--- src/rtl/axi_read_arbiter.sv ---
// Read-channel arbiter for a 4-master AXI crossbar. It produces registered one-hot
// read grants, holds each grant from arbitration through the AR handshake and the
// whole R burst, and checks where RLAST falls against the captured burst length.
module axi_read_arbiter #(
  parameter int unsigned ARB_MODE  = 0,  // 0: round-robin, 1: fixed priority (master 0 highest)
  parameter int unsigned CNT_WIDTH = 9   // must hold ARLEN+1 = 256
) (
  input  logic       clk,
  input  logic       rstn,
  input  logic       s0_ARVALID,
  input  logic       s1_ARVALID,
  input  logic       s2_ARVALID,
  input  logic       s3_ARVALID,
  input  logic       s2m_ARVALID,
  input  logic       s2m_ARREADY,
  input  logic [7:0] s2m_ARLEN,
  input  logic       s2m_RVALID,
  input  logic       s2m_RREADY,
  input  logic       s2m_RLAST,
  output logic       s0_rgrnt,
  output logic       s1_rgrnt,
  output logic       s2_rgrnt,
  output logic       s3_rgrnt,
  output logic       rd_busy,
  output logic       rlast_err
);

  typedef enum logic [1:0] {StIdle, StAddr, StData} state_e;

  state_e               state_q, state_d;
  logic [3:0]           req;
  logic [3:0]           pick;
  logic [3:0]           grant_q, grant_d;
  logic [1:0]           ptr_q, ptr_d;
  logic [1:0]           idx;
  logic [1:0]           gidx;
  logic                 found;
  logic [CNT_WIDTH-1:0] cnt_q, cnt_d, cnt_inc;
  logic [CNT_WIDTH-1:0] beats_q, beats_d;
  logic                 err_q, err_d;

  assign req = {s3_ARVALID, s2_ARVALID, s1_ARVALID, s0_ARVALID};

  // Winner selection: scan in priority order and take the first requester.
  always_comb begin
    pick  = '0;
    found = 1'b0;
    idx   = '0;
    for (int k = 0; k < 4; k++) begin
      idx = (ARB_MODE == 1) ? 2'(k) : ptr_q + 2'(k + 1);
      if (!found && req[idx]) begin
        found     = 1'b1;
        pick[idx] = 1'b1;
      end
    end
  end

  // Index of the current grant holder; becomes the round-robin pointer on release.
  always_comb begin
    gidx = '0;
    for (int k = 0; k < 4; k++) begin
      if (grant_q[k]) gidx = 2'(k);
    end
  end

  // Beat count after the current beat; sticks at all-ones instead of wrapping.
  assign cnt_inc = (cnt_q == '1) ? cnt_q : cnt_q + CNT_WIDTH'(1);

  // Next-state logic: arbitrate in IDLE, wait for AR in ADDR, count R beats in DATA.
  always_comb begin
    state_d = state_q;
    grant_d = grant_q;
    ptr_d   = ptr_q;
    cnt_d   = cnt_q;
    beats_d = beats_q;
    err_d   = 1'b0;
    unique case (state_q)
      StIdle: begin
        if (|req) begin
          grant_d = pick;
          state_d = StAddr;
        end
      end
      StAddr: begin
        // Any R beat seen here precedes the AR handshake and is ignored.
        if (s2m_ARVALID && s2m_ARREADY) begin
          beats_d = CNT_WIDTH'(s2m_ARLEN) + CNT_WIDTH'(1);
          cnt_d   = '0;
          state_d = StData;
        end
      end
      StData: begin
        if (s2m_RVALID && s2m_RREADY) begin
          cnt_d = cnt_inc;
          if (s2m_RLAST) begin
            err_d   = (cnt_inc != beats_q);
            grant_d = '0;
            ptr_d   = gidx;
            state_d = StIdle;
          end else begin
            err_d = (cnt_inc == beats_q);
          end
        end
      end
      default: begin
        grant_d = '0;
        state_d = StIdle;
      end
    endcase
  end

  // State registers; reset drops the grants immediately, even mid-burst.
  always_ff @(posedge clk or negedge rstn) begin
    if (!rstn) begin
      state_q <= StIdle;
      grant_q <= '0;
      ptr_q   <= 2'd3;
      cnt_q   <= '0;
      beats_q <= '0;
      err_q   <= 1'b0;
    end else begin
      state_q <= state_d;
      grant_q <= grant_d;
      ptr_q   <= ptr_d;
      cnt_q   <= cnt_d;
      beats_q <= beats_d;
      err_q   <= err_d;
    end
  end

  assign s0_rgrnt  = grant_q[0];
  assign s1_rgrnt  = grant_q[1];
  assign s2_rgrnt  = grant_q[2];
  assign s3_rgrnt  = grant_q[3];
  assign rd_busy   = (state_q != StIdle);
  assign rlast_err = err_q;

endmodule

--- config.mk ---
export PLATFORM = sky130hd
export DESIGN_NAME = axi_read_arbiter
export DESIGN_NICKNAME = d
export VERILOG_FILES = /design/src/rtl/axi_read_arbiter.sv
export SDC_FILE = /design/constraint.sdc
export NUM_CORES = 1
export LEC_CHECK = 0
export ABC_AREA = 1
export CAP_MARGIN = 20
export CORE_MARGIN = 8
export CORE_UTILIZATION = 40
export DETAILED_ROUTE_END_ITERATION = 10
export SYNTH_ARGS = -nofsm -noshare
export SYNTH_HDL_FRONTEND = slang
export SYNTH_SLANG_ARGS = --single-unit
--- constraint.sdc ---
create_clock -name clk -period 2.7 [get_ports clk]
set_input_delay 0.54 -clock clk [delete_from_list [all_inputs] [get_ports clk]]
set_output_delay 0.54 -clock clk [all_outputs]
set_load 0.005 [all_outputs]
==> results of run 1 <==
## critical path: cells and delay by family (launching register included)
family,cells,cell delay [ps]
compound gates,5,530
fa+ha+maj,1,320
buf+inv,2,220
flops,1,680
simple gates,3,310
## logic make-up (layout without fill, tap and decap cells)
family                   count (synthesis)  after routing  synth area share [%]
adder cells (fa/ha/maj)                 10             10                 6.485
buffers and inverters                   49             77                 10.12
AND/OR/NAND/NOR                        142            142                 32.30
XOR/XNOR                                 4              4                 2.205
AO/OA/AOI/OAI                           48             48                 13.75
flip-flops                              27             27                 35.15
## cell usage in the layout (no fill, tap or decap), drive strengths merged
| master | netlist | layout |
|---|---|---|
| a21oi | 5 | 5 |
| a311oi | 1 | 1 |
| buf | 2 | 3 |
| clkbuf | 1 | 4 |
| clkdlybuf4s50 | 0 | 24 |
| clkinv | 1 | 1 |
| dfrtp | 25 | 25 |
| dfstp | 2 | 2 |
| ha | 10 | 10 |
| inv | 45 | 45 |
| nand2 | 83 | 83 |
| nand3 | 28 | 28 |
| nand4 | 5 | 5 |
| nor2 | 26 | 26 |
| o211ai | 2 | 2 |
| o21ai | 32 | 32 |
| o21bai | 1 | 1 |
| o22ai | 6 | 6 |
| o31ai | 1 | 1 |
| xnor2 | 1 | 1 |
| xor2 | 3 | 3 |
## final timing paths
path                                              from                     end  slack [ps]  cells past startpoint
worst min register to register  state_q[1]$_DFFE_PN0P_  state_q[0]$_DFFE_PN0P_         460                      1
max in group asynchronous                         rstn  beats_q[4]$_DFFE_PN0P_        1490                      2
worst max-delay path              ptr_q[0]$_DFFE_PN1P_  grant_q[1]$_DFFE_PN0P_         540                     11
worst max register to register    ptr_q[0]$_DFFE_PN1P_  grant_q[1]$_DFFE_PN0P_         540                     11
worst min-delay path            state_q[1]$_DFFE_PN0P_  state_q[0]$_DFFE_PN0P_         460                      1
min in group asynchronous                         rstn    cnt_q[7]$_DFFE_PN0P_         590                      1
## state kept, by name (all words and copies together), names as in the netlist
name and flops:
ptr_q 2, state_q 2, beats_q 9, rlast_err 1, grant_q 4, cnt_q 9
## cell type report
class,instances,area share [%]
Tap cell,54,2.961
Clock buffer,4,1.974
Timing Repair Buffer,27,11.51
Sequential cell,27,29.71
Multi-Input combinational cell,204,46.27
Inverter,46,7.566
## stage by stage
stage / setup WS [ps] / std cells / instance area (µm²)
CTS: 551.0 / 362 / 2282
global placement: 573.8 / 358 / 2237
floorplan: 809.8 / 280 / 1929
detailed placement: 521.7 / 358 / 2237
finish: 535.4 / 362 / 2282
global route: 288.0 / 362 / 2282
## report_power, final
group          total (mW)  internal, mW  switching [mW]  leakage [nW]
logic               0.862         0.339           0.523         0.742
clock network       0.231         0.106           0.125        0.0228
registers           0.636         0.529           0.107         0.351
## synth_stat cells (all sizes together)
| cell | instances |
|---|---|
| nand2 | 83 |
| inv | 45 |
| o21ai | 32 |
| nand3 | 28 |
| nor2 | 26 |
| dfrtp | 25 |
| ha | 10 |
| o22ai | 6 |
| a21oi | 5 |
| nand4 | 5 |
| xor2 | 3 |
| buf | 2 |
| dfstp | 2 |
| o211ai | 2 |
| a311oi | 1 |
| clkbuf | 1 |
| clkinv | 1 |
| o21bai | 1 |
| o31ai | 1 |
| xnor2 | 1 |
## layer usage
| layer | wire (µm) | up-vias | global-route usage [%] |
|---|---|---|---|
| met5 | 0 | - | 0 |
| met4 | 29 | 0 | 2.389 |
| met3 | 150 | 2 | 2.413 |
| met2 | 1850 | 34 | 19.61 |
| met1 | 2417 | 786 | 18.63 |
| li1 | - | 953 | - |
==> impl_metrics.toml, run 1 <==
[run_status]
outcome = "finished, final reports clean"

[clocking]
cts_hold_buf = 0
clock_path_buffers = 2
tritoncts = "yes"
root_buffer = "clkbuf_8"
clkTransAtPathRegs_ps = 90
cts_buffers = 3
post_cts_buffers = 0
insertion_delay_ps = 270
htreeDepth = 1
cts_resized = 0
cts.sinks = 27

[final_layout]
diodes = 0
drive_gt1_share_pct = 6.494
fin_util_pct = 48.64
layout.nets = 338
area_delta_synth_final_pct = 18.29
multiInputGateArea_mm2 = 0.001056
n_fill_cell = 499
seq_area_um2 = 678.2

[timing]
drv_slew = 0
setup_tns_ps = 0
fmax_mhz = 462.0
setup_viol = 0
hold-worst-slack_ps = 464.7
skew_ps = 7.705
tightest_slew_ps = 505.9
post-route-period-util_pct = 80.17
hold_violations = 0
rsz0062_at_grt = "no"
relSlewSlack_pct = 66.17
fin_crit_ps = 2165

[pwr]
power_density_mw_per_mm2 = 757.8
leakage_nw = 1.116
finalPower_mw = 1.729
ir_drop_mv = 0.3306

[floorplanning]
die_h_um = 85.45
dieArea_mm2 = 0.007302
io_pins = 25
start_util_pct = 41.12
die_w_um = 85.45
core_area_mm2 = 0.004692
std_cell_rows = 25

[place]
gp_congestion = 0.8223
port_buffers = 24
dpl.hpwl_um = 3534

[routing]
wire_per_inst_um = 12.28
drc_errors = 0
firstDrtPassIters = 4
ant_nets = 0
vias_per_cell = 4.903
wl_um = 4447
drtIter0Drc = 82
vias = 1775

[logic_synthesis]
synth_cell_types = 30
synth_top_cell_area_share_pct = 32.43
yosys_warnings = 0
postSynthAreaPerCell_um2 = 6.891
yosysSeqAreaShare_pct = 35.15
syn-num-nets = 309
yosysTopAreaCell = "dfrtp_1"
synth_area_leaders = "dfrtp_1, nand2_1, inv_1, o21ai_0, nand3_1"
ys_ff_latch = 27
synthCells = 280
synth_area_mm2 = 0.001929

[global_route]
grt_usage_pct = 12.98
grt_max_degree = 17
antenna_found_initial = 0
grt_pass1_wl_um = 7797
grt_overflow = 0
grt_pass1_vias = 1695

[setup_path]
cpMostUsedCell = "o21ai_0"
startpoint_type = "flop"
crit_chain = "inv_2 > ha_1 > inv_1 > o211ai_1 > nand2_2 > nand2_1 > o21ai_0 > a21oi_1 > o21ai_0 > nand2_1 > o21ai_0"
arrival_ps = 2370
crit_slowest_cell = "dfstp_2"
cpPeakStageDelay_ps = 680
critPathKind = "flop to flop"
worstPathRequired_ps = 2900
path_max_fanout = 12
endpoint_kind = "flop"

[min_path]
hold_class = "flop to flop"

[job]
max_cap_violations = 0
Power figures use the tool's default switching activity.
==> run 2, diff against run 1 <==
Clock period 2.7 ns to 2.25 ns, I/O delays scaled along.
==> run 2 against run 1 <==
  * Sequential cell count is the same
  * Sequential share of layout area shrank 0.39 points
  * Hold slack gained 13 ps
  * Worst setup slack lost 270 ps
  * Combinational power grew 30%
==> impl_metrics.toml, run 2 (synthesis gave the netlist of run 1 again) <==
[run_status]
outcome = "finished, final reports clean"

[timing]
fmax_mhz = 504.2
skew_ps = 4.945
drv_slew = 0
hold_violations = 0
tightest_slew_ps = 370.7
setup_tns_ps = 0
fin_crit_ps = 1983
rsz0062_at_grt = "no"
finalWorstSetupSlack_ps = 266.8
post-route-period-util_pct = 88.14
setup_viol = 0
relSlewSlack_pct = 75.02
hold-worst-slack_ps = 477.5

[clocking]
root_buffer = "clkbuf_8"
clkTransAtPathRegs_ps = 90
cts_buffers = 3
cts_resized = 0
insertion_delay_ps = 280
cts.sinks = 27
htreeDepth = 1
cts_hold_buf = 0
tritoncts = "yes"
post_cts_buffers = 0
clock_path_buffers = 2

[floorplanning]
dieArea_mm2 = 0.007302
core_area_mm2 = 0.004692
start_util_pct = 41.12
std_cell_rows = 25
die_h_um = 85.45
io_pins = 25
die_w_um = 85.45

[final_layout]
top_regs = "beats_q: 9 flops, cnt_q: 9 flops, grant_q: 4 flops"
area_delta_synth_final_pct = 19.84
final_cells = 366
seq_area_um2 = 678.2
fin_util_pct = 49.28
layout.nets = 342
layout_commonest_cell = "nand2_1"
drive_gt1_share_pct = 7.692
mostFrequentLayoutCells = "nand2_1, inv_1, o21ai_0"
diodes = 0
n_fill_cell = 470
postLayoutCellArea_mm2 = 0.002312
multiInputGateArea_mm2 = 0.001056

[place]
placed_area_mm2 = 0.002267
pre_cts_slack_ps = 165.5
dpl.hpwl_um = 3515
place_inst = 362
port_buffers = 24
gp_congestion = 0.8448

[global_route]
grt_usage_pct = 12.98
grt_max_degree = 28
antenna_found_initial = 0
grt_overflow = 0
grt_pass1_vias = 1670
grt_pass1_wl_um = 7762

[routing]
wl_um = 4446
ant_nets = 0
drc_errors = 0
firstDrtPassIters = 4
drtIter0Drc = 100
vias = 1792
wire_per_inst_um = 12.15
vias_per_cell = 4.896

[setup_path]
critPathKind = "flop to flop"
endpoint_kind = "flop"
startpoint_type = "flop"
arrival_ps = 2150
worstPathRequired_ps = 2420
path_max_fanout = 11

[pwr]
leakage_nw = 1.135
finalPower_mw = 2.128
ir_drop_mv = 0.5278
power_density_mw_per_mm2 = 920.4

[job]
max_cap_violations = 0

[min_path]
hold_class = "flop to flop"
[run 2: changes by cell type in the layout (fill, tap and decap cells not counted)]
cell	delta
buf_4	+4
[run 2: critical path, stage by stage, from the launching register on]
cell and delay [ps]:
dfrtp_1 400, ha_1 270, nand2_2 110, nor2_4 150, nand3_2 260, nand3_2 170
nor2_1 50, nor2_1 90, nand2_1 70, nor2_1 120, nand3_1 80, nand2_1 60
nor2_1 40
[run 2: per-layer routing]
metal | vias to the layer above | part of all wire (%) | track usage [%]
met5 | - | 0 | 0
met4 | 0 | 0.94 | 2.866
met3 | 4 | 3.1 | 2.606
met2 | 36 | 42 | 18.83
met1 | 788 | 54 | 19.00
li1 | 964 | - | -
[run 2: cell type report]
type | instances | share of cell area, %
timing repair buffer | 31 | 12.66
sequential | 27 | 29.33
multi-input combinational | 204 | 45.67
inverter | 46 | 7.468
clock buffer | 4 | 1.948
tap | 54 | 2.922
[run 2: path summary, 6_finish.rpt]
kind                                         from                endpoint  slack [ps]  cells past startpoint
setup / recovery             cnt_q[0]$_DFFE_PN0P_     rlast_err$_DFF_PN0_         270                     12
hold / removal             state_q[1]$_DFFE_PN0P_  state_q[0]$_DFFE_PN0P_         480                      1
setup reg to reg             cnt_q[0]$_DFFE_PN0P_     rlast_err$_DFF_PN0_         270                     12
hold reg to reg            state_q[1]$_DFFE_PN0P_  state_q[0]$_DFFE_PN0P_         480                      1
max in group asynchronous                    rstn    ptr_q[0]$_DFFE_PN1P_        1420                      2
min in group asynchronous                    rstn    cnt_q[0]$_DFFE_PN0P_         540                      2
[run 2: power breakdown]
part	internal, mW	switching, mW	leakage (nW)
registers	0.633	0.0918	0.351
logic	0.452	0.673	0.761
clock network	0.127	0.152	0.0228
total	1.21	0.916	1.13
